==> src/rtl/nic_defs.sv <==
// Shared NIC type definitions used by the RX path, the flow dispatcher and the
// CCI-P transmitter.
//   RpcIf  : RPC descriptor carried between the network and the transmitter.
//   FlowId : TX flow identifier (sized for the largest supported flow count).
//   ConnId : 16-bit connection identifier.
package nic_defs;

    localparam int unsigned LMAX_CCIP_BATCH     = 2;
    localparam int unsigned LMAX_CCIP_DMA_BATCH = 2;
    localparam int unsigned LMAX_FLOW_ID_WIDTH  = 8;
    localparam int unsigned CONN_ID_WIDTH       = 16;

    typedef struct packed {
        logic [31:0] rpc_id;
        logic [15:0] method_id;
        logic [7:0]  arg_len;
        logic [7:0]  flags;
    } RpcIf;

    typedef logic [LMAX_FLOW_ID_WIDTH-1:0] FlowId;
    typedef logic [CONN_ID_WIDTH-1:0]      ConnId;

endpackage

==> src/rtl/flow_dispatch_fifo.sv <==
// Synchronous FIFO with first-word-fall-through read and an occupancy count.
// Ports:
//   clk, reset     : clock, synchronous active-high reset (empties the FIFO)
//   wr_en, wr_data : push; caller guarantees no push while full
//   rd_en          : pop; caller guarantees no pop while empty
//   rd_data_c      : head entry, valid whenever count != 0
//   count          : number of stored entries (0 .. 2^LSIZE)
module flow_dispatch_fifo #(
    parameter int unsigned DATA_WIDTH = 8,
    parameter int unsigned LSIZE      = 3
) (
    input  logic                  clk,
    input  logic                  reset,
    input  logic                  wr_en,
    input  logic [DATA_WIDTH-1:0] wr_data,
    input  logic                  rd_en,
    output logic [DATA_WIDTH-1:0] rd_data_c,
    output logic [LSIZE:0]        count
);

    localparam int unsigned DEPTH = 1 << LSIZE;
    localparam int unsigned PTR_W = LSIZE;
    localparam int unsigned CNT_W = LSIZE + 1;

    logic [DATA_WIDTH-1:0] mem [DEPTH];
    logic [PTR_W-1:0]      wr_ptr;
    logic [PTR_W-1:0]      rd_ptr;

    // Storage array; contents need no reset, the pointers define validity.
    always_ff @(posedge clk) begin
        if (wr_en) begin
            mem[wr_ptr] <= wr_data;
        end
    end

    // Pointers and count.
    always_ff @(posedge clk) begin
        if (reset) begin
            wr_ptr <= '0;
            rd_ptr <= '0;
            count  <= '0;
        end else begin
            if (wr_en) begin
                wr_ptr <= wr_ptr + PTR_W'(1);
            end
            if (rd_en) begin
                rd_ptr <= rd_ptr + PTR_W'(1);
            end
            count <= count + CNT_W'(wr_en) - CNT_W'(rd_en);
        end
    end

    assign rd_data_c = mem[rd_ptr];

endmodule

==> src/rtl/rpc_flow_dispatcher.sv <==
// Ingress stage ahead of the CCI-P transmitter: tags each accepted RPC with a
// TX flow ID, buffers it, and drains one RPC per cycle while the transmitter
// is ready. RPCs offered while the buffer is full are dropped and counted.
// Ports:
//   clk, reset            : clock, synchronous active-high reset
//   start                 : enables ingress and egress
//   number_of_flows       : highest valid flow index (N-1)
//   lb_mode               : 0 = round-robin, 1 = static by connection ID
//   net_rpc_in/_valid_in  : RPC from the network, with its connection ID
//   net_conn_id_in
//   net_ready_out         : buffer has room this cycle
//   ccip_tx_ready         : transmitter can take an RPC
//   rpc_out, rpc_valid_out, rpc_flow_id_out : RPC toward the transmitter
//   dispatched_cnt_out    : RPCs delivered (wraps)
//   drop_cnt_out          : RPCs dropped at ingress (wraps)
module rpc_flow_dispatcher
    import nic_defs::*;
#(
    parameter int unsigned NIC_ID            = 0,
    parameter int unsigned LMAX_NUM_OF_FLOWS = 1,
    parameter int unsigned LFIFO_DEPTH       = 3
) (
    input  logic                          clk,
    input  logic                          reset,
    input  logic                          start,
    input  logic [LMAX_NUM_OF_FLOWS-1:0]  number_of_flows,
    input  logic                          lb_mode,
    input  logic [$bits(RpcIf)-1:0]       net_rpc_in,
    input  logic                          net_rpc_valid_in,
    input  logic [15:0]                   net_conn_id_in,
    output logic                          net_ready_out,
    input  logic                          ccip_tx_ready,
    output logic [$bits(RpcIf)-1:0]       rpc_out,
    output logic                          rpc_valid_out,
    output logic [LMAX_NUM_OF_FLOWS-1:0]  rpc_flow_id_out,
    output logic [31:0]                   dispatched_cnt_out,
    output logic [31:0]                   drop_cnt_out
);

    localparam int unsigned RPC_W  = $bits(RpcIf);
    localparam int unsigned FLOW_W = LMAX_NUM_OF_FLOWS;
    localparam int unsigned DATA_W = RPC_W + FLOW_W;
    localparam int unsigned CNT_W  = LFIFO_DEPTH + 1;
    localparam int unsigned OCC_W  = LFIFO_DEPTH + 2;
    localparam int unsigned DEPTH  = 1 << LFIFO_DEPTH;

    logic              stage_valid;
    logic [RPC_W-1:0]  stage_rpc;
    logic [FLOW_W-1:0] stage_flow;
    logic [FLOW_W-1:0] rr_ptr;

    logic [CNT_W-1:0]  fifo_count;
    logic [DATA_W-1:0] fifo_head;

    logic              accept;
    logic              drop;
    logic              push;
    logic              pop;
    logic [FLOW_W-1:0] flow_sel;
    logic [FLOW_W-1:0] rr_next;
    logic [CNT_W-1:0]  count_next;
    logic [OCC_W-1:0]  occ_next;

    // Handshake decode, flow selection and next-state occupancy.
    always_comb begin
        accept     = start & net_rpc_valid_in & net_ready_out;
        drop       = start & net_rpc_valid_in & ~net_ready_out;
        push       = stage_valid;
        pop        = start & ccip_tx_ready & (fifo_count != '0);
        flow_sel   = '0;
        rr_next    = rr_ptr;

        if (lb_mode) begin
            flow_sel = FLOW_W'(net_conn_id_in & ConnId'(number_of_flows));
        end else if (rr_ptr > number_of_flows) begin
            // Flow count shrank under a live pointer: restart from flow 0.
            flow_sel = '0;
            rr_next  = (number_of_flows == '0) ? '0 : FLOW_W'(1);
        end else begin
            flow_sel = rr_ptr;
            rr_next  = (rr_ptr == number_of_flows) ? '0 : rr_ptr + FLOW_W'(1);
        end

        count_next = fifo_count + CNT_W'(push) - CNT_W'(pop);
        occ_next   = OCC_W'(count_next) + OCC_W'(accept);
    end

    // Ingress stage, round-robin pointer and ready flag.
    always_ff @(posedge clk) begin
        if (reset) begin
            stage_valid   <= 1'b0;
            stage_rpc     <= '0;
            stage_flow    <= '0;
            rr_ptr        <= '0;
            net_ready_out <= 1'b0;
        end else begin
            stage_valid   <= accept;
            net_ready_out <= (occ_next < OCC_W'(DEPTH));
            if (accept) begin
                stage_rpc  <= net_rpc_in;
                stage_flow <= flow_sel;
                if (!lb_mode) begin
                    rr_ptr <= rr_next;
                end
            end
        end
    end

    flow_dispatch_fifo #(
        .DATA_WIDTH (DATA_W),
        .LSIZE      (LFIFO_DEPTH)
    ) u_fifo (
        .clk       (clk),
        .reset     (reset),
        .wr_en     (push),
        .wr_data   ({stage_rpc, stage_flow}),
        .rd_en     (pop),
        .rd_data_c (fifo_head),
        .count     (fifo_count)
    );

    // Egress register and counters.
    always_ff @(posedge clk) begin
        if (reset) begin
            rpc_out            <= '0;
            rpc_flow_id_out    <= '0;
            rpc_valid_out      <= 1'b0;
            dispatched_cnt_out <= '0;
            drop_cnt_out       <= '0;
        end else begin
            rpc_valid_out <= pop;
            if (pop) begin
                rpc_out            <= fifo_head[DATA_W-1:FLOW_W];
                rpc_flow_id_out    <= fifo_head[FLOW_W-1:0];
                dispatched_cnt_out <= dispatched_cnt_out + 32'd1;
            end
            if (drop) begin
                drop_cnt_out <= drop_cnt_out + 32'd1;
            end
        end
    end

    // Occupancy accounting must keep the stage from writing into a full FIFO.
    always_ff @(posedge clk) begin
        assert (reset || !(push && !pop && fifo_count == CNT_W'(DEPTH)))
            else $error("rpc_flow_dispatcher[%0d]: buffer overflow", NIC_ID);
    end

endmodule
==> config.mk <==
export PLATFORM = sky130hd
export DESIGN_NAME = rpc_flow_dispatcher
export DESIGN_NICKNAME = d
export VERILOG_FILES = /design/src/rtl/nic_defs.sv /design/src/rtl/flow_dispatch_fifo.sv /design/src/rtl/rpc_flow_dispatcher.sv
export SDC_FILE = /design/constraint.sdc
export NUM_CORES = 1
export LEC_CHECK = 0
export ABC_AREA = 1
export BUFFER_PORTS_ARGS = -buffer_cell sky130_fd_sc_hd__buf_2
export CAP_MARGIN = 20
export CORE_UTILIZATION = 40
export CTS_BUF_LIST = sky130_fd_sc_hd__clkbuf_4 sky130_fd_sc_hd__clkbuf_8
export DETAILED_ROUTE_END_ITERATION = 8
export GPL_ROUTABILITY_DRIVEN = 0
export PLACE_DENSITY_LB_ADDON = 0.3
export SETUP_SLACK_MARGIN = 0.1
export SYNTH_ARGS = -nofsm -noshare
export SYNTH_HDL_FRONTEND = slang
export SYNTH_HIERARCHICAL = 1
export SYNTH_SLANG_ARGS = --single-unit
==> constraint.sdc <==
create_clock -name clk -period 5.7 [get_ports clk]
set_input_delay 0.285 -clock clk [delete_from_list [all_inputs] [get_ports clk]]
set_output_delay 0.285 -clock clk [all_outputs]
set_load 0.03 [all_outputs]
==> results of run 1 <==
## timing repair
action / CTS / global route
resized for setup: 0 / 0
hold buffers: 73 / 0
hold endpoints to repair: 95 / 0
## cell type report
| type | count | area share, % |
|---|---|---|
| tap | 1040 | 3.53 |
| multi-input combinational | 1977 | 23.4 |
| inverter | 621 | 6.36 |
| clock inverter | 55 | 1.10 |
| antenna | 1 | 0.00679 |
| clock buffer | 190 | 6.38 |
| sequential | 731 | 53.9 |
| timing repair buffer | 303 | 5.33 |
## report_power, final
group,switching (mW),internal (mW)
Clock,2.25,2.79
Combinational,1.47,0.647
Sequential,0.278,5.97
## state kept, by name, indices dropped and copies added, names as in the netlist, 3 cells and up, named ones only
name                count
u_fifo/mem            520
rpc_out                64
stage_rpc              64
dispatched_cnt_out     32
drop_cnt_out           32
u_fifo/count            4
u_fifo/rd_ptr           3
u_fifo/wr_ptr           3
## per-stage QoR
| step | std cells | hold WS, ns | setup WS, ns | total power [mW] |
|---|---|---|---|---|
| 5_1_grt | 4918 | 0.168 | 2.13 | 14.1 |
| 2_1_floorplan | 3480 | 0.352 | 1.78 | 7.88 |
| 4_1_cts | 4917 | 0.0990 | 2.37 | 13.6 |
| 6_report | 4918 | 0.158 | 2.32 | 13.4 |
| 3_5_place_dp | 4599 | 0.466 | 2.41 | 8.45 |
| 3_3_place_gp | 4599 | 0.455 | 2.45 | 8.41 |
## worst min-delay path: stages
cell and delay, ns:
buf_2 0.10, nand2_1 0.15, a21oi_4 0.19, nor2_1 0.13, nor2_1 0.05
## cell families after synthesis
logic type	synth area share [%]
flops	62.8
buf+inv	10.1
compound gates	3.25
simple gates	23.0
fa+ha+maj	0.642
xor+xnor	0.222
## worst max-delay path by stage
| stage | start | to | slack, ns |
|---|---|---|---|
| finish | flip-flop | rpc_out[14]$_SDFFE_PP0P_ | 2.32 |
| global route | flip-flop | rpc_out[14]$_SDFFE_PP0P_ | 2.13 |
| CTS | flip-flop | rpc_out[14]$_SDFFE_PP0P_ | 2.37 |
| detailed placement | flip-flop | rpc_out[14]$_SDFFE_PP0P_ | 2.41 |
| global placement | flip-flop | rpc_out[14]$_SDFFE_PP0P_ | 2.45 |
| floorplan | push$_SDFF_PP0_ | u_fifo/mem[0][0]$_DFFE_PP_ | 1.78 |
## per-layer routing
metal / global-route usage [%] / vias to the layer above
li1: - / 11500
met1: 25.5 / 10700
met2: 32.4 / 551
met3: 3.92 / 101
met4: 6.77 / 0
met5: 0 / -
## cell usage in the layout, fill, tap and decap left out, types with 3 or more instances in the layout
cell type      instances
nor2_2                 4
nor3_1                12
nand2_2               31
nor2_4                12
nand3_2               13
buf_2                202
clkbuf_4              42
clkinv_1              21
buf_4                 27
inv_8                  5
nand2_1              966
o21ai_0              154
clkinv_8               4
nand4_1               30
dfxtp_1              208
inv_1                615
edfxtp_1             520
nand3_1              294
o21bai_1               4
dlygate4sd3_1         73
clkinv_2              17
clkbuf_8             148
xor2_1                 7
inv_2                  3
dfxtp_4                3
clkinvlp_4             3
ha_1                  13
nor2_1               385
a21oi_1               35
==> impl_metrics.ini, run 1 <==
[grt]
overflow_left_after_global_routing = 0
via_count_of_the_first_global_routing_pass = 21700
grt_first_pass_wirelength_um = 122000
initial_antenna_violation_count = 3
grt_use_total_pct = 19.6
largest_net_degree_at_the_start_of_global_routing = 166

[synthesis]
synth.cells.most_frequent = nand2_1, inv_1, edfxtp_1, nor2_1, nand3_1
netlist-cell-type-count = 39
synth-async-reset-ratio_pct = 0
synth.top_cell.area_share_pct = 49.4
synth.most_common_cell = nand2_1
synthesis.area_per_instance_um2 = 9.08
synth_nets = 3582
synth_top_flop_cell = edfxtp_1
post_synth_inst_count = 3480
synth_area_um2 = 31600
synth_seq_area_share_pct = 62.8
synth_top_cells_by_area = edfxtp_1, dfxtp_1, nand2_1
synth_enable_flop_cells = 520
synth.largest_area_cell = edfxtp_1
synth-seq-cells = 731
yosysWarningCount = 6

[clocking]
ctsRootBufferMaster = clkbuf_8
clk_pin_slew_ns = 0.06
cts_made_buffers = 133
cts.sink_count = 731
clockBufferDepth = 3
h-tree-depth = 4
clkLatencyLatePin_ns = 0.79
clock_tree_from_tritoncts = yes
cts_setup_buffers = 0

[routing]
top_signal_layer_used = met4
avgRoutedWirePerCell_um = 15.9
met2_routed_wl_um = 37400
post_drt_via_cell_ratio = 4.66
dr_pass1_iterations = 5
detailroute.via_count = 22900
postRouteAntennaNets = 0
route.met3.wl_um = 4420
drt_first_iter_violations = 1393
drt-total-wl_um = 78300
remaining_drc_errors = 0
detailed_routing_wirelength_on_met1_um = 35000

[floorplan]
core_region_area_um2 = 77800
initial_core_util_pct = 40.6
die_width_um = 283
floorplan.io_pins = 218
die_area_um2 = 80100
fp-row-count = 102
die_height_um = 283

[worst_hold_path]
hold_depth = 5
timing.hold.worst.start = ccip_tx_ready
holdPathEnd = rpc_out[58]$_SDFFE_PP0P_
hold_path_class = input port to flip-flop

[critical_path]
worst_ep_required_time_ns = 6.35
cp-start-kind = flip-flop
type_of_the_worst_setup_path = flip-flop to flip-flop
timing.critical_path.fanout_max = 77
timing.critical_path.slowest_stage_cell = buf_4
critical_path.max_stage_delay_ns = 0.82
reg2reg_setup_slack_ns = 2.32
timing.critical_path.mode_cell = nand2_1
timing.critical_path.to_type = flip-flop
cp.arrival_ns = 4.03
critical_path_depth = 9
critical_path.n_buffers_inverters = 2
rr_worst_depth = 9
critical_path.cell_chain = buf_4, buf_4, nand2_1, nand3_1, nand2_1, nand2_1, nand2_1, o21ai_0, nor2_1
family_with_the_most_delay_on_the_worst_path = buffers and inverters
r2r-end = rpc_out[14]$_SDFFE_PP0P_

[finish]
multi_input_area_um2 = 8640
area.growth.synth_to_final_pct = 16.7
drive_above_1_share_pct = 13.6
finalInstanceArea_um2 = 36900
seqCellArea_um2 = 19900
final_core_utilization_pct = 47.3
n_fill_cell = 7340
final_nets = 3869

[sta]
number_of_max_slew_violations_in_the_final_report = 0
setup_total_negative_slack_ns = 0
layout_worst_path_cycle_share_pct = 59.3
finalCriticalPeriod_ns = 3.38
timing.slew.headroom_pct = 28.1
final_skew_ns = 0.0429
clock.fmax_ghz = 0.296
setup_viol = 0
rsz0062_at_grt = no
hold_viol = 0
max_slew.worst_pin.slew_ns = 1.08

[pwr]
ir_drop_uv = 221
leakagePower_nw = 16.5
power_per_cell_area_nw_per_um2 = 364

[placement]
buffer_ports.inserted = 202
detailedPlacementHpwl_um = 41100
placed_area_um2 = 33400

[outcome]
status = finished, final reports clean

[run]
max_cap_violations = 0
Note: power is estimated with default switching activity, not from simulation.
==> run 2, diff against run 1 <==
- clock period: 5.7 -> 2.7 ns (I/O delays scaled with it)
==> run 2 against run 1 <==
  * Utilization up 0.60 points
  * Non-clock buffer count grew 37
  * Design area increased by 1.3%
  * Worst hold slack got worse by 0.014 ns
  * Clock skew increased by 0.016 ns
  * Total power grew 110%
  * Clock power grew 100%
  * Sequential cell count stayed put
  * Wire length shrank 1.9%
  * Critical path type unchanged
  * Critical endpoint is now stage_rpc[37]$_SDFFE_PP0P_
  * Largest cell class unchanged
  * Largest power group unchanged
  * Highest routed layer unchanged
==> impl_metrics.ini, run 2 (same netlist as run 1, synthesis figures left out) <==
[clocking]
clk_pin_slew_ns = 0.06
h-tree-depth = 3
clkLatencyLatePin_ns = 0.75
ctsRootBufferMaster = clkbuf_8
clockBufferDepth = 3
cts_made_buffers = 118
clock_tree_from_tritoncts = yes
cts.sink_count = 731

[grt]
grt_use_total_pct = 19.0
via_count_of_the_first_global_routing_pass = 21600
initial_antenna_violation_count = 2
overflow_left_after_global_routing = 0
largest_net_degree_at_the_start_of_global_routing = 139
grt_first_pass_wirelength_um = 120000

[pwr]
leakagePower_nw = 16.8
ir_drop_uv = 374
power_per_cell_area_nw_per_um2 = 748

[critical_path]
worstReg2RegStart = net_ready_out$_SDFF_PP0_
timing.critical_path.from = net_ready_out$_SDFF_PP0_
critical_path.cell_chain = inv_2, nor2_4, buf_4, o21ai_0, nor2_1, dlygate4sd3_1
timing.critical_path.fanout_max = 68
timing.critical_path.slowest_stage_cell = buf_4
critical_path.n_buffers_inverters = 3
timing.critical_path.to_type = flip-flop
critical_path_depth = 6
cp-start-kind = flip-flop
family_with_the_most_delay_on_the_worst_path = buffers and inverters
rr_worst_depth = 6
type_of_the_worst_setup_path = flip-flop to flip-flop
reg2reg_setup_slack_ns = 0.28
worst_setup_path_endpoint = stage_rpc[37]$_SDFFE_PP0P_
critical_path.max_stage_delay_ns = 0.74
cp.arrival_ns = 3.10
r2r-end = stage_rpc[37]$_SDFFE_PP0P_
worst_ep_required_time_ns = 3.37

[worst_hold_path]
hold_path_class = input port to flip-flop

[sta]
finalWorstSetupSlack_ns = 0.277
timing.slew.headroom_pct = 31.8
max_slew.worst_pin.slew_ns = 1.02
final.hold.worst_slack_ns = 0.145
hold_viol = 0
rsz0062_at_grt = no
setup_total_negative_slack_ns = 0
setup_viol = 0
layout_worst_path_cycle_share_pct = 89.7
finalCriticalPeriod_ns = 2.42
number_of_max_slew_violations_in_the_final_report = 0
clock.fmax_ghz = 0.413
final_skew_ns = 0.0594

[finish]
final_core_utilization_pct = 47.9
final_nets = 3891
regMostFlops = u_fifo/mem
finalInstanceArea_um2 = 37300
number_of_flip_flops_under_the_largest_register_name = 520
most-common-layout-cells = nand2_1, inv_1, edfxtp_1
biggestRegsByFlops = u_fifo/mem (520), rpc_out (64), stage_rpc (64)
layout_commonest_cell = nand2_1
n_fill_cell = 7336
drive_above_1_share_pct = 13.6
area.growth.synth_to_final_pct = 18.1

[floorplan]
core_region_area_um2 = 77800
fp-row-count = 102
die_area_um2 = 80100
die_width_um = 283
initial_core_util_pct = 40.6
floorplan.io_pins = 218
die_height_um = 283

[routing]
avgRoutedWirePerCell_um = 15.6
postRouteAntennaNets = 0
post_drt_via_cell_ratio = 4.63
remaining_drc_errors = 0
drt_first_iter_violations = 1324
drt-total-wl_um = 76800
dr_pass1_iterations = 5
detailroute.via_count = 22900

[placement]
placed_area_um2 = 33800
place_worst_setup_slack_ns = 0.546
detailedPlacementHpwl_um = 41400
buffer_ports.inserted = 202

[run]
max_cap_violations = 0

[outcome]
status = finished, final reports clean
[run 2: report_power, final]
part	internal [mW]	switching, mW
Clock	5.63	4.43
Combinational	1.52	3.28
Sequential	12.6	0.457
Total	19.8	8.17
[run 2: metrics by stage]
stage,power [mW],std cells
3_5_place_dp,18.0,4614
5_1_grt,29.4,4937
6_report,27.9,4938
3_3_place_gp,17.9,4614
2_1_floorplan,16.6,3480
4_1_cts,28.2,4935
[run 2: per-layer routing]
layer	up-vias	track usage, %	share of wire (%)
li1	11600	-	-
met1	10600	24.4	44
met2	524	32.6	49
met3	119	2.84	5.0
met4	0	6.60	2.4
met5	-	0	0
[run 2: what timing repair did]
action / 4_1_cts / 5_1_grt
hold buffers: 95 / 0
hold endpoints to repair: 127 / 0
buffers inserted: 0 / 0
resized for setup: 0 / 0
[run 2: worst min-delay path by stage]
| stage | depth (start not counted) | slack, ns | endpoint | start |
|---|---|---|---|---|
| finish | 4 | 0.14 | stage_rpc[8]$_SDFFE_PP0P_ | net_rpc_in[8] |
| global route | 4 | 0.12 | stage_rpc[54]$_SDFFE_PP0P_ | net_rpc_in[54] |
| CTS | 4 | 0.08 | stage_rpc[8]$_SDFFE_PP0P_ | net_rpc_in[8] |
| detailed placement | 3 | 0.36 | stage_rpc[53]$_SDFFE_PP0P_ | net_rpc_in[53] |
| global placement | 3 | 0.36 | stage_rpc[44]$_SDFFE_PP0P_ | net_rpc_in[44] |
| floorplan | 1 | 0.20 | u_fifo/count[1]$_SDFF_PP0_ | reset |
[run 2: final cells by class]
cell class,count,area (µm²),area share (%)
sequential,731,19900,53.2
timing repair buffer,340,2600,6.96
clock inverter,42,292,0.781
antenna,3,7.51,0.0201
multi-input combinational,1977,8640,23.1
tap,1040,1300,3.49
clock buffer,184,2290,6.15
inverter,621,2340,6.28
[run 2: tightest hold or removal path: cells and delay by family]
kind,cells,cell delay [ns]
buf+inv,2,0.62
simple gates,2,0.11
==> run 3, diff against run 2 <==
- RECOVER_POWER: unset -> 50
==> run 3 against run 2 <==
  * Worst setup slack better by 0.072 ns
  * Critical path depth unchanged
  * Global-route usage unchanged
  * Register-to-register slack gained 0.07 ns
  * Critical endpoint is now stage_rpc[28]$_SDFFE_PP0P_
  * Worst hold slack worse by 0.0015 ns
  * Total power fell by 0.22%
  * Wire length increased by 0.12%
  * Sequential power about the same
  * Clock-buffer cell count stayed put
  * Highest routed layer unchanged
==> impl_metrics.ini, run 3 (same netlist as run 1, synthesis figures left out) <==
[outcome]
status = finished, final reports clean

[clocking]
ctsRootBufferMaster = clkbuf_8
clockBufferDepth = 3
cts_made_buffers = 118
cts_setup_buffers = 0
clock_tree_from_tritoncts = yes
h-tree-depth = 3
clkLatencyLatePin_ns = 0.75
cts.sink_count = 731
clk_pin_slew_ns = 0.06

[finish]
final_nets = 3891
drive_above_1_share_pct = 10.7
finalInstanceArea_um2 = 37100
regMostFlops = u_fifo/mem
most-common-layout-cells = nand2_1, inv_1, edfxtp_1
layout_commonest_cell = nand2_1
number_of_flip_flops_under_the_largest_register_name = 520
area.growth.synth_to_final_pct = 17.5
biggestRegsByFlops = u_fifo/mem (520), rpc_out (64), stage_rpc (64)

[pwr]
leakagePower_nw = 16.3
ir_drop_uv = 372
power_per_cell_area_nw_per_um2 = 750

[floorplan]
core_region_area_um2 = 77800
die_width_um = 283
die_area_um2 = 80100
die_height_um = 283
initial_core_util_pct = 40.6
fp-row-count = 102
floorplan.io_pins = 218

[routing]
drt_first_iter_violations = 1397
avgRoutedWirePerCell_um = 15.6
post_drt_via_cell_ratio = 4.64
drt-total-wl_um = 76900
detailroute.via_count = 22900
remaining_drc_errors = 0
dr_pass1_iterations = 5
postRouteAntennaNets = 0

[grt]
grt.busiest_layer = met2
initial_antenna_violation_count = 2
use_met1_pct = 24.4
use_met3_pct = 2.84
grt_first_pass_wirelength_um = 120000
grt_use_total_pct = 19.0
via_count_of_the_first_global_routing_pass = 21600
largest_net_degree_at_the_start_of_global_routing = 139
gr-usage-met2_pct = 32.6
overflow_left_after_global_routing = 0

[critical_path]
reg2reg_setup_slack_ns = 0.35
timing.critical_path.to_type = flip-flop
timing.critical_path.from = net_ready_out$_SDFF_PP0_
worst_ep_required_time_ns = 3.37
worstReg2RegStart = net_ready_out$_SDFF_PP0_
cp.arrival_ns = 3.02
timing.critical_path.slowest_stage_cell = buf_4
critical_path.max_stage_delay_ns = 0.74
critical_path.cell_chain = inv_2, nor2_4, buf_4, o21ai_0, nor2_1, dlygate4sd3_1
cp-start-kind = flip-flop
timing.critical_path.fanout_max = 68
type_of_the_worst_setup_path = flip-flop to flip-flop

[sta]
finalCriticalPeriod_ns = 2.35
rsz0062_at_grt = no
final_skew_ns = 0.0611
timing.slew.headroom_pct = 6.19
max_slew.worst_pin.slew_ns = 1.41
setup_viol = 0
layout_worst_path_cycle_share_pct = 87.0
hold_viol = 0
final.hold.worst_slack_ns = 0.143
number_of_max_slew_violations_in_the_final_report = 0
clock.fmax_ghz = 0.425

[worst_hold_path]
timing.hold.worst.start = net_rpc_in[8]
hold_path_class = input port to flip-flop

[placement]
placed_area_um2 = 33800
buffer_ports.inserted = 202
detailedPlacementHpwl_um = 41400

[run]
max_cap_violations = 0
[run 3: changes by cell type in the layout (fill, tap and decap cells not counted), sizes merged]
cell	before	now
buf	245	134
clkbuf	184	295
[run 3: metal layers]
metal / wire, µm / vias to the layer above
li1: - / 11600
met1: 33600 / 10700
met2: 37700 / 513
met3: 3700 / 125
met4: 1880 / 0
met5: 0 / -
[run 3: final timing paths]
path,depth (start not counted),end
setup / recovery,6,stage_rpc[28]$_SDFFE_PP0P_
setup reg to reg,6,stage_rpc[28]$_SDFFE_PP0P_
hold / removal,4,stage_rpc[8]$_SDFFE_PP0P_
hold reg to reg,2,rpc_out[25]$_SDFFE_PP0P_
[run 3: repair_timing]
action | CTS | global route
hold buffers | 95 | 0
endpoints found under the hold margin | 127 | 0
resized for setup | 0 | 0
[run 3: critical path: cells and delay by family (launching register included)]
family | cells | cell delay, ns
and+or+nand+nor | 2 | 0.26
buffers and inverters | 3 | 1.37
DFF | 1 | 0.38
AOI/OAI and AO/OA | 1 | 0.17
[run 3: final cells by class]
class	count	area, µm²
Inverter	621	2340
Clock inverter	42	292
Timing Repair Buffer	340	2440
Sequential cell	731	19900
Tap cell	1040	1300
Multi-Input combinational cell	1977	8610
Antenna cell	3	7.51
Fill cell	7392	40700
Clock buffer	184	2290
[run 3: report_power, final]
| group | internal (mW) | leakage [nW] | switching (mW) |
|---|---|---|---|
| combinational | 1.46 | 8.19 | 3.28 |
| clock | 5.63 | 1.38 | 4.43 |
| sequential | 12.6 | 6.72 | 0.461 |
| total | 19.7 | 16.3 | 8.17 |
[run 3: stage by stage]
stage               std cells  setup TNS, ns  setup slack [ns]  power (mW)  utilization [%]
finish                   4938              0             0.350        27.9             47.7
global placement         4614              0             0.565        17.9             43.4
detailed placement       4614              0             0.546        18.0             43.4
CTS                      4935              0             0.305        28.2             47.9
global route             4937              0             0.182        29.3             47.7
floorplan                3480         -41.87            -0.161        16.6                -
